==> config.mk <==
export PLATFORM = sky130hd
export DESIGN_NAME = seg7_digit_scan
export DESIGN_NICKNAME = d
export VERILOG_FILES = /design/src/rtl/seg7_digit_scan.sv
export SDC_FILE = /design/constraint.sdc
export NUM_CORES = 1
export LEC_CHECK = 0
export CORE_MARGIN = 3
export CORE_UTILIZATION = 57
export DETAILED_ROUTE_END_ITERATION = 8
export PLACE_DENSITY = 0.92
export SYNTH_ARGS = -nofsm -noshare
export SYNTH_HDL_FRONTEND = slang
export SYNTH_SLANG_ARGS = --single-unit
==> constraint.sdc <==
create_clock -name clk -period 2.4 [get_ports clk]
set_input_delay 0.6 -clock clk [delete_from_list [all_inputs] [get_ports clk]]
set_output_delay 0.6 -clock clk [all_outputs]
set_load 0.01 [all_outputs]
==> src/rtl/seg7_digit_scan.sv <==
// Four-digit multiplexed 7-segment scanner with load handshake and frame-aligned updates.
// Optional leading-zero blanking is enabled by defining SEG7_SCAN_LZB_EN.
module seg7_digit_scan #(
   parameter int unsigned CLK_DIV  = 1000,
   parameter int unsigned DEAD_CYC = 2
) (
   input  logic        clk,
   input  logic        reset_n,
   input  logic        load,
   input  logic [15:0] load_data,
   output logic        load_ready,
   output logic [3:0]  digit_val,
   output logic [3:0]  digit_sel,
   output logic [3:0]  digit_sel_oeb
);

   localparam int unsigned   CW       = $clog2(CLK_DIV);
   localparam logic [CW-1:0] CNT_LAST = CW'(CLK_DIV - 1);
   localparam logic [CW-1:0] CNT_DEAD = CW'(DEAD_CYC);

   logic [CW-1:0] cnt;
   logic [1:0]    idx;
   logic [15:0]   disp_reg;
   logic [15:0]   pend_reg;
   logic          pend;
   logic          slot_end;
   logic          frame_end;
   logic          accept;
   logic [3:0]    cur_nib;
   logic          blank;

   assign slot_end   = (cnt == CNT_LAST);
   assign frame_end  = slot_end && (idx == 2'd3);
   assign load_ready = ~pend;
   assign accept     = load && load_ready;
   assign cur_nib    = disp_reg[{idx, 2'b00} +: 4];

`ifdef SEG7_SCAN_LZB_EN
   // lead_zero[k]: nibbles k..3 are all zero; digit 0 is never blanked
   logic [3:0] lead_zero;
   assign lead_zero[3] = (disp_reg[15:12] == 4'h0);
   assign lead_zero[2] = lead_zero[3] && (disp_reg[11:8] == 4'h0);
   assign lead_zero[1] = lead_zero[2] && (disp_reg[7:4] == 4'h0);
   assign lead_zero[0] = 1'b0;
   assign blank        = lead_zero[idx];
`else
   assign blank = 1'b0;
`endif

   always_comb begin
      digit_sel = '1;
      if ((cnt >= CNT_DEAD) && !blank) digit_sel[idx] = 1'b0;
   end

   always_ff @(posedge clk) begin
      if (!reset_n) begin
         cnt           <= '0;
         idx           <= '0;
         disp_reg      <= '0;
         pend_reg      <= '0;
         pend          <= 1'b0;
         digit_val     <= '0;
         digit_sel_oeb <= '1;
      end else begin
         digit_sel_oeb <= '0;
         digit_val     <= cur_nib;
         cnt           <= slot_end ? '0 : cnt + CW'(1);
         if (slot_end) idx <= idx + 2'd1;
         // accept requires pend low, so a load landing on a frame boundary waits a full frame
         if (frame_end && pend) begin
            disp_reg <= pend_reg;
            pend     <= 1'b0;
         end else if (accept) begin
            pend_reg <= load_data;
            pend     <= 1'b1;
         end
      end
   end

endmodule

==> impl_metrics.py, run 1 <==
metrics = {
    "floorplanning": {
        "start_util_pct": 61.0,
        "core_mm2": 0.00344,
        "io-pin-count": 32,
        "die_width_um": 66.7,
        "std_cell_rows": 21,
        "dieArea_mm2": 0.00445,
        "fp.dieH_um": 66.7,
    },
    "synth": {
        "synth_seq_area_share_pct": 47.6,
        "synth_cell_types": 29,
        "synth_area_leaders": "dfxtp_1 (48%), nand2_1 (13%), mux2i_1 (8.6%)",
        "syn_inst": 236,
        "synthAdderAreaFrac_pct": 3.57,
        "synthArstFlopShare_pct": 0,
        "yosysMostFrequentCell": "nand2_1",
        "synth_top_area_share_pct": 47.6,
        "yosys.area.top_type": "dfxtp_1",
        "synth_compound_area_share_pct": 7.27,
        "syn_nets": 261,
        "synth.avg_cell_area_um2": 8.90,
        "yosys_warnings": 0,
        "yosys-mux-area-fraction_pct": 12.9,
        "synth_top_family_by_area": "simple AND/OR/NAND/NOR gates",
        "ys_top_cells_by_count": "nand2_1 (75), dfxtp_1 (50), a21oi_1 (21)",
        "synth_edf_count": 0,
        "synthSimpleGateAreaFrac_pct": 21.8,
        "synthXorXnorAreaFrac_pct": 1.25,
        "synth_seq_cells": 50,
        "synthFlopType": "dfxtp_1",
        "syn-cell-area_mm2": 0.00210,
    },
    "setup_path": {
        "endpoint_kind": "output pin",
        "worstPathArrival_ns": 1.71,
        "crit_type": "reg -> out",
        "required_ns": 1.80,
        "cp-start-kind": "register",
        "path_max_fanout": 3,
    },
    "sta": {
        "final.min_clock_period_ns": 2.31,
        "hold_viol_final": 0,
        "finalSetupViolCount": 0,
        "rsz0062_at_grt": "false",
        "max_freq_mhz": 434,
        "fin_crit_sh_pct": 96.1,
        "tightest_slew_ns": 0.688,
        "finalClockSkew_ns": 0.00763,
        "fin_tns_setup_ns": 0,
        "drv_slew": 0,
        "relSlewSlack_pct": 53.8,
    },
    "final_layout": {
        "nets": 292,
        "drive_gt1_share_pct": 12.3,
        "largest_reg_flops": 17,
        "area_growth_syn_to_layout_pct": 23.2,
        "antenna_cells": 0,
        "postLayoutCoreUtil_pct": 75.2,
    },
    "routing": {
        "ant_nets": 0,
        "drc_errors": 0,
        "drt-pass1-iter-count": 4,
        "wl_um": 4300,
        "drt_iter0_markers": 173,
        "wl_per_cell_um": 13.7,
        "num_vias": 1701,
        "viasPerCell": 5.42,
    },
    "clocking": {
        "cts_max_level": 2,
        "cts_buffer_depth": 2,
        "cts_sinks": 50,
        "cts_tree": "built",
        "clk_latency_ns": 0.30,
        "cts_root_buf": "clkbuf_8",
        "clk_pin_slew_ns": 0.09,
        "cts_buffers": 5,
    },
    "global_routing": {
        "grt_first_pass_wirelength_um": 7130,
        "grt_overflow": 0,
        "grt_pass1_vias": 1640,
        "track_usage_pct": 21.5,
        "grt_max_degree": 43,
        "antenna_found_initial": 0,
    },
    "power_and_ir_drop": {
        "intPower_w": 0.00125,
        "sequentialPowerShare_pct": 53.2,
        "p_switching_w": 0.000378,
        "combPwrFrac_pct": 9.5,
        "power.total_w": 0.00163,
        "swShare_pct": 23.2,
        "p_clk_share_pct": 37.3,
        "irDropWorstVdd_mv": 0.487,
        "p_leak_nw": 0.926,
        "power_density_mw_per_mm2": 629,
    },
    "worst_hold_path": {
        "worst_hold_path_type": "reg -> reg",
    },
    "run": {
        "cap_viol_max_count": 0,
    },
    "placement": {
        "place_congestion": 0.811,
        "dp_hpwl_um": 2800,
        "portBuffers": 31,
    },
    "outcome": {
        "outcome": "finished, final reports clean",
    },
}
## kinds of logic after synthesis
family                     count (synthesis)
adders and majority gates                  6
AOI/OAI and AO/OA                         28
DFF                                       50
buffers and inverters                     22
and+or+nand+nor                          105
muxes                                     22
xor gates and xnor gates                   3
## worst paths after layout
path / cells after the start / from / slack (ns) / end
worst max-delay path: 8 / cnt[0]$_SDFF_PP0_ / 0.09 / digit_sel[2]
worst min-delay path: 2 / pend_reg[14]$_SDFFE_PN0P_ / 0.46 / pend_reg[14]$_SDFFE_PN0P_
worst max register to register: 7 / cnt[0]$_SDFF_PP0_ / 0.54 / disp_reg[9]$_SDFFE_PN0P_
worst min register to register: 2 / pend_reg[14]$_SDFFE_PN0P_ / 0.46 / pend_reg[14]$_SDFFE_PN0P_
## critical path, stage by stage (launching register included)
cell and delay (ns):
dfxtp_2 0.35, inv_2 0.05, ha_4 0.16, nor4_4 0.29
nand3_2 0.14, buf_6 0.13, buf_4 0.12, nand2_1 0.05
buf_2 0.12
## metrics by stage
stage	worst slack (ns)	hold WS, ns	std cells	instance area [um2]
after floorplan	0.692	0.430	236	2100
after global placement	0.152	0.441	301	2410
after detailed placement	0.0735	0.447	301	2410
after CTS	0.0679	0.459	313	2570
after global routing	0.00675	0.479	314	2590
final	0.0946	0.460	314	2590
## cell type report
type                    count  area [um2]
clock inverters             3        47.5
fillers                   240         853
repair buffers             40         365
well taps                  46        57.6
clock buffers               5        68.8
inverters                   6        22.5
multi-input cells         164        1020
flip-flops and latches     50        1000
## per-layer routing
metal / part of all wire [%] / global-route usage [%] / vias up
met4: 2.4 / 10.7 / 0
met2: 48 / 34.7 / 53
met3: 5.8 / 6.24 / 8
li1: - / - / 846
met5: 0 / 0 / -
met1: 43 / 25.9 / 794
## cell usage in the layout, fill, tap and decap left out, types with 5 or more instances in the layout
master and instances:
buf_4 8, mux2i_1 18, clkbuf_8 5, nand2_1 75, ha_1 5, a21oi_1 21, dfxtp_1 48, clkdlybuf4s50_1 27
nor2_1 7
## what timing repair did
action / in CTS / in global routing
buffers inserted: 4 / 1
pin swaps: 2 / 2
setup endpoints to repair: 4 / 3
hold buffers: 0 / 0
gates resized for setup: 10 / 11
## power by group through the flow
stage                     Sequential (W)  Combinational [W]  Clock [W]
after floorplan                 0.000881          0.0000690          0
after CTS                       0.000866           0.000142   0.000618
final                           0.000867           0.000154   0.000607
after detailed placement        0.000885           0.000125          0
after global routing            0.000871           0.000170   0.000650
after global placement          0.000883           0.000121          0
(Power assumes the default switching activity.)
==> run 2, diff against run 1 <==
Settings changed: CORE_UTILIZATION 57 to 60, DONT_BUFFER_PORTS set to 1, HOLD_SLACK_MARGIN set to 0.03, PLACE_DENSITY 0.92 to 0.84.
==> run 2 against run 1 <==
Effect of this change: die area shrank 4.6%; worst setup slack gained 0.088 ns; combinational power fell by 58%; first-iteration DRC count decreased by 32%; utilization shrank 7.7 points; cell area is 16% lower; critical path type unchanged; critical endpoint is now digit_sel[3]; largest power group unchanged; highest routed layer unchanged.
==> impl_metrics.py, run 2 (synthesis results as in run 1) <==
metrics = {
    "clocking": {
        "cts_sinks": 50,
        "cts_buffers": 5,
        "cts_resized": 0,
        "hold_buffers": 0,
        "cts_root_buf": "clkbuf_4",
        "cts_max_level": 2,
        "clk_pin_slew_ns": 0.14,
        "clk_latency_ns": 0.37,
        "cts_setup_buffers": 0,
        "cts_buffer_depth": 2,
        "cts_tree": "built",
    },
    "placement": {
        "dp_hpwl_um": 2500,
        "portBuffers": 0,
        "place_congestion": 0.800,
        "place_area_mm2": 0.00208,
        "pre_cts_ws_ns": 0.612,
    },
    "final_layout": {
        "final_common_cell": "nand2_1",
        "area_growth_syn_to_layout_pct": 2.98,
        "fin_area_mm2": 0.00216,
        "final_cell_mix": "nand2_1 (75), dfxtp_1 (50), a21oi_1 (21), mux2i_1 (18), nor2_1 (7)",
        "antenna_cells": 0,
        "postLayoutCoreUtil_pct": 67.5,
        "largest_reg_flops": 17,
        "drive_gt1_share_pct": 7.39,
        "nets": 254,
    },
    "floorplanning": {
        "dieArea_mm2": 0.00425,
        "die_width_um": 65.2,
        "std_cell_rows": 20,
        "fp.dieH_um": 65.2,
        "start_util_pct": 65.6,
        "io-pin-count": 32,
        "core_mm2": 0.00320,
    },
    "global_routing": {
        "antenna_found_initial": 0,
        "track_usage_pct": 18.8,
        "grt_max_degree": 44,
        "grt_pass1_vias": 1373,
        "grt_first_pass_wirelength_um": 6080,
        "grt_overflow": 0,
    },
    "sta": {
        "fin_tns_setup_ns": 0,
        "finalSetupViolCount": 0,
        "finalWorstSetupSlack_ns": 0.183,
        "relSlewSlack_pct": 58.5,
        "rsz0062_at_grt": "false",
        "tightest_slew_ns": 0.619,
        "final.min_clock_period_ns": 2.22,
        "hold_viol_final": 0,
        "drv_slew": 0,
        "finalClockSkew_ns": 0.0131,
        "fin_crit_sh_pct": 92.4,
        "max_freq_mhz": 451,
    },
    "routing": {
        "drt-pass1-iter-count": 4,
        "wl_um": 3540,
        "wl_per_cell_um": 12.9,
        "m1WireLength_um": 1600,
        "drt_iter0_markers": 118,
        "drc_errors": 0,
        "wl_met3_um": 214,
        "routed.top_layer": "met4",
        "num_vias": 1506,
        "viasPerCell": 5.50,
        "met2_length_um": 1640,
        "ant_nets": 0,
    },
    "outcome": {
        "outcome": "finished, final reports clean",
    },
    "power_and_ir_drop": {
        "p_clk_share_pct": 32.8,
        "p_switching_w": 0.000312,
        "irDropWorstVdd_mv": 0.432,
        "sequentialPowerShare_pct": 62.6,
        "power.total_w": 0.00139,
        "p_leak_nw": 0.749,
        "combPwrFrac_pct": 4.6,
        "power_density_mw_per_mm2": 641,
        "swShare_pct": 22.5,
        "intPower_w": 0.00108,
    },
    "setup_path": {
        "crit_type": "reg -> out",
        "endpoint_kind": "output pin",
        "path_max_fanout": 4,
        "required_ns": 1.80,
        "cp-start-kind": "register",
        "worstPathArrival_ns": 1.62,
    },
    "run": {
        "cap_viol_max_count": 0,
    },
    "worst_hold_path": {
        "worst_hold_path_type": "in -> reg",
    },
}
-- run 2: cell count changes in the layout (fill, tap and decap cells not counted), sizes merged --
cell           before  now
dlygate4sd2         1    0
bufinv              1    0
clkbuf              6    8
buf                11    2
clkdlybuf4s50      27    0
inv                 7    5
-- run 2: stage by stage --
| stage | hold slack (ns) | instances |
|---|---|---|
| 2_1_floorplan | 0.430 | 236 |
| 3_3_place_gp | 0.443 | 266 |
| 5_1_grt | 0.320 | 274 |
| 4_1_cts | 0.330 | 274 |
| 6_report | 0.339 | 274 |
| 3_5_place_dp | 0.447 | 266 |
-- run 2: path summary, 6_finish.rpt --
| path | start | to | slack (ns) | depth (start not counted) |
|---|---|---|---|---|
| min reg2reg | pend_reg[11]$_SDFFE_PN0P_ | pend_reg[11]$_SDFFE_PN0P_ | 0.46 | 2 |
| max reg2reg | cnt[1]$_SDFF_PP0_ | disp_reg[5]$_SDFFE_PN0P_ | 0.67 | 5 |
| min | reset_n | digit_val[2]$_SDFF_PN0_ | 0.34 | 1 |
| max | cnt[0]$_SDFF_PP0_ | digit_sel[3] | 0.18 | 5 |
-- run 2: power by group through the flow --
stage               clock network [W]  registers, W   logic, W
floorplan                           0      0.000881  0.0000690
global placement                    0      0.000886  0.0000637
detailed placement                  0      0.000887  0.0000651
CTS                          0.000466      0.000869  0.0000654
global route                 0.000496      0.000872  0.0000749
finish                       0.000455      0.000869  0.0000642
-- run 2: worst max-delay path: stages (launching register included) --
cell and delay, ns:
dfxtp_1 0.40, inv_1 0.06, ha_1 0.19, nor4_1 0.27
nand3_1 0.17, nand2_1 0.15
-- run 2: cell type report --
cell class / instances / area [um2]
Clock buffer: 8 / 78.8
Fill cell: 299 / 1040
Inverter: 6 / 22.5
Multi-Input combinational cell: 164 / 991
Sequential cell: 50 / 1000
Tap cell: 44 / 55.1
Timing Repair Buffer: 2 / 15.0
-- run 2: layer usage --
| metal | up-vias | track usage (%) |
|---|---|---|
| li1 | 768 | - |
| met1 | 688 | 24.0 |
| met2 | 41 | 27.9 |
| met3 | 9 | 5.47 |
| met4 | 0 | 11.1 |
| met5 | - | 0 |
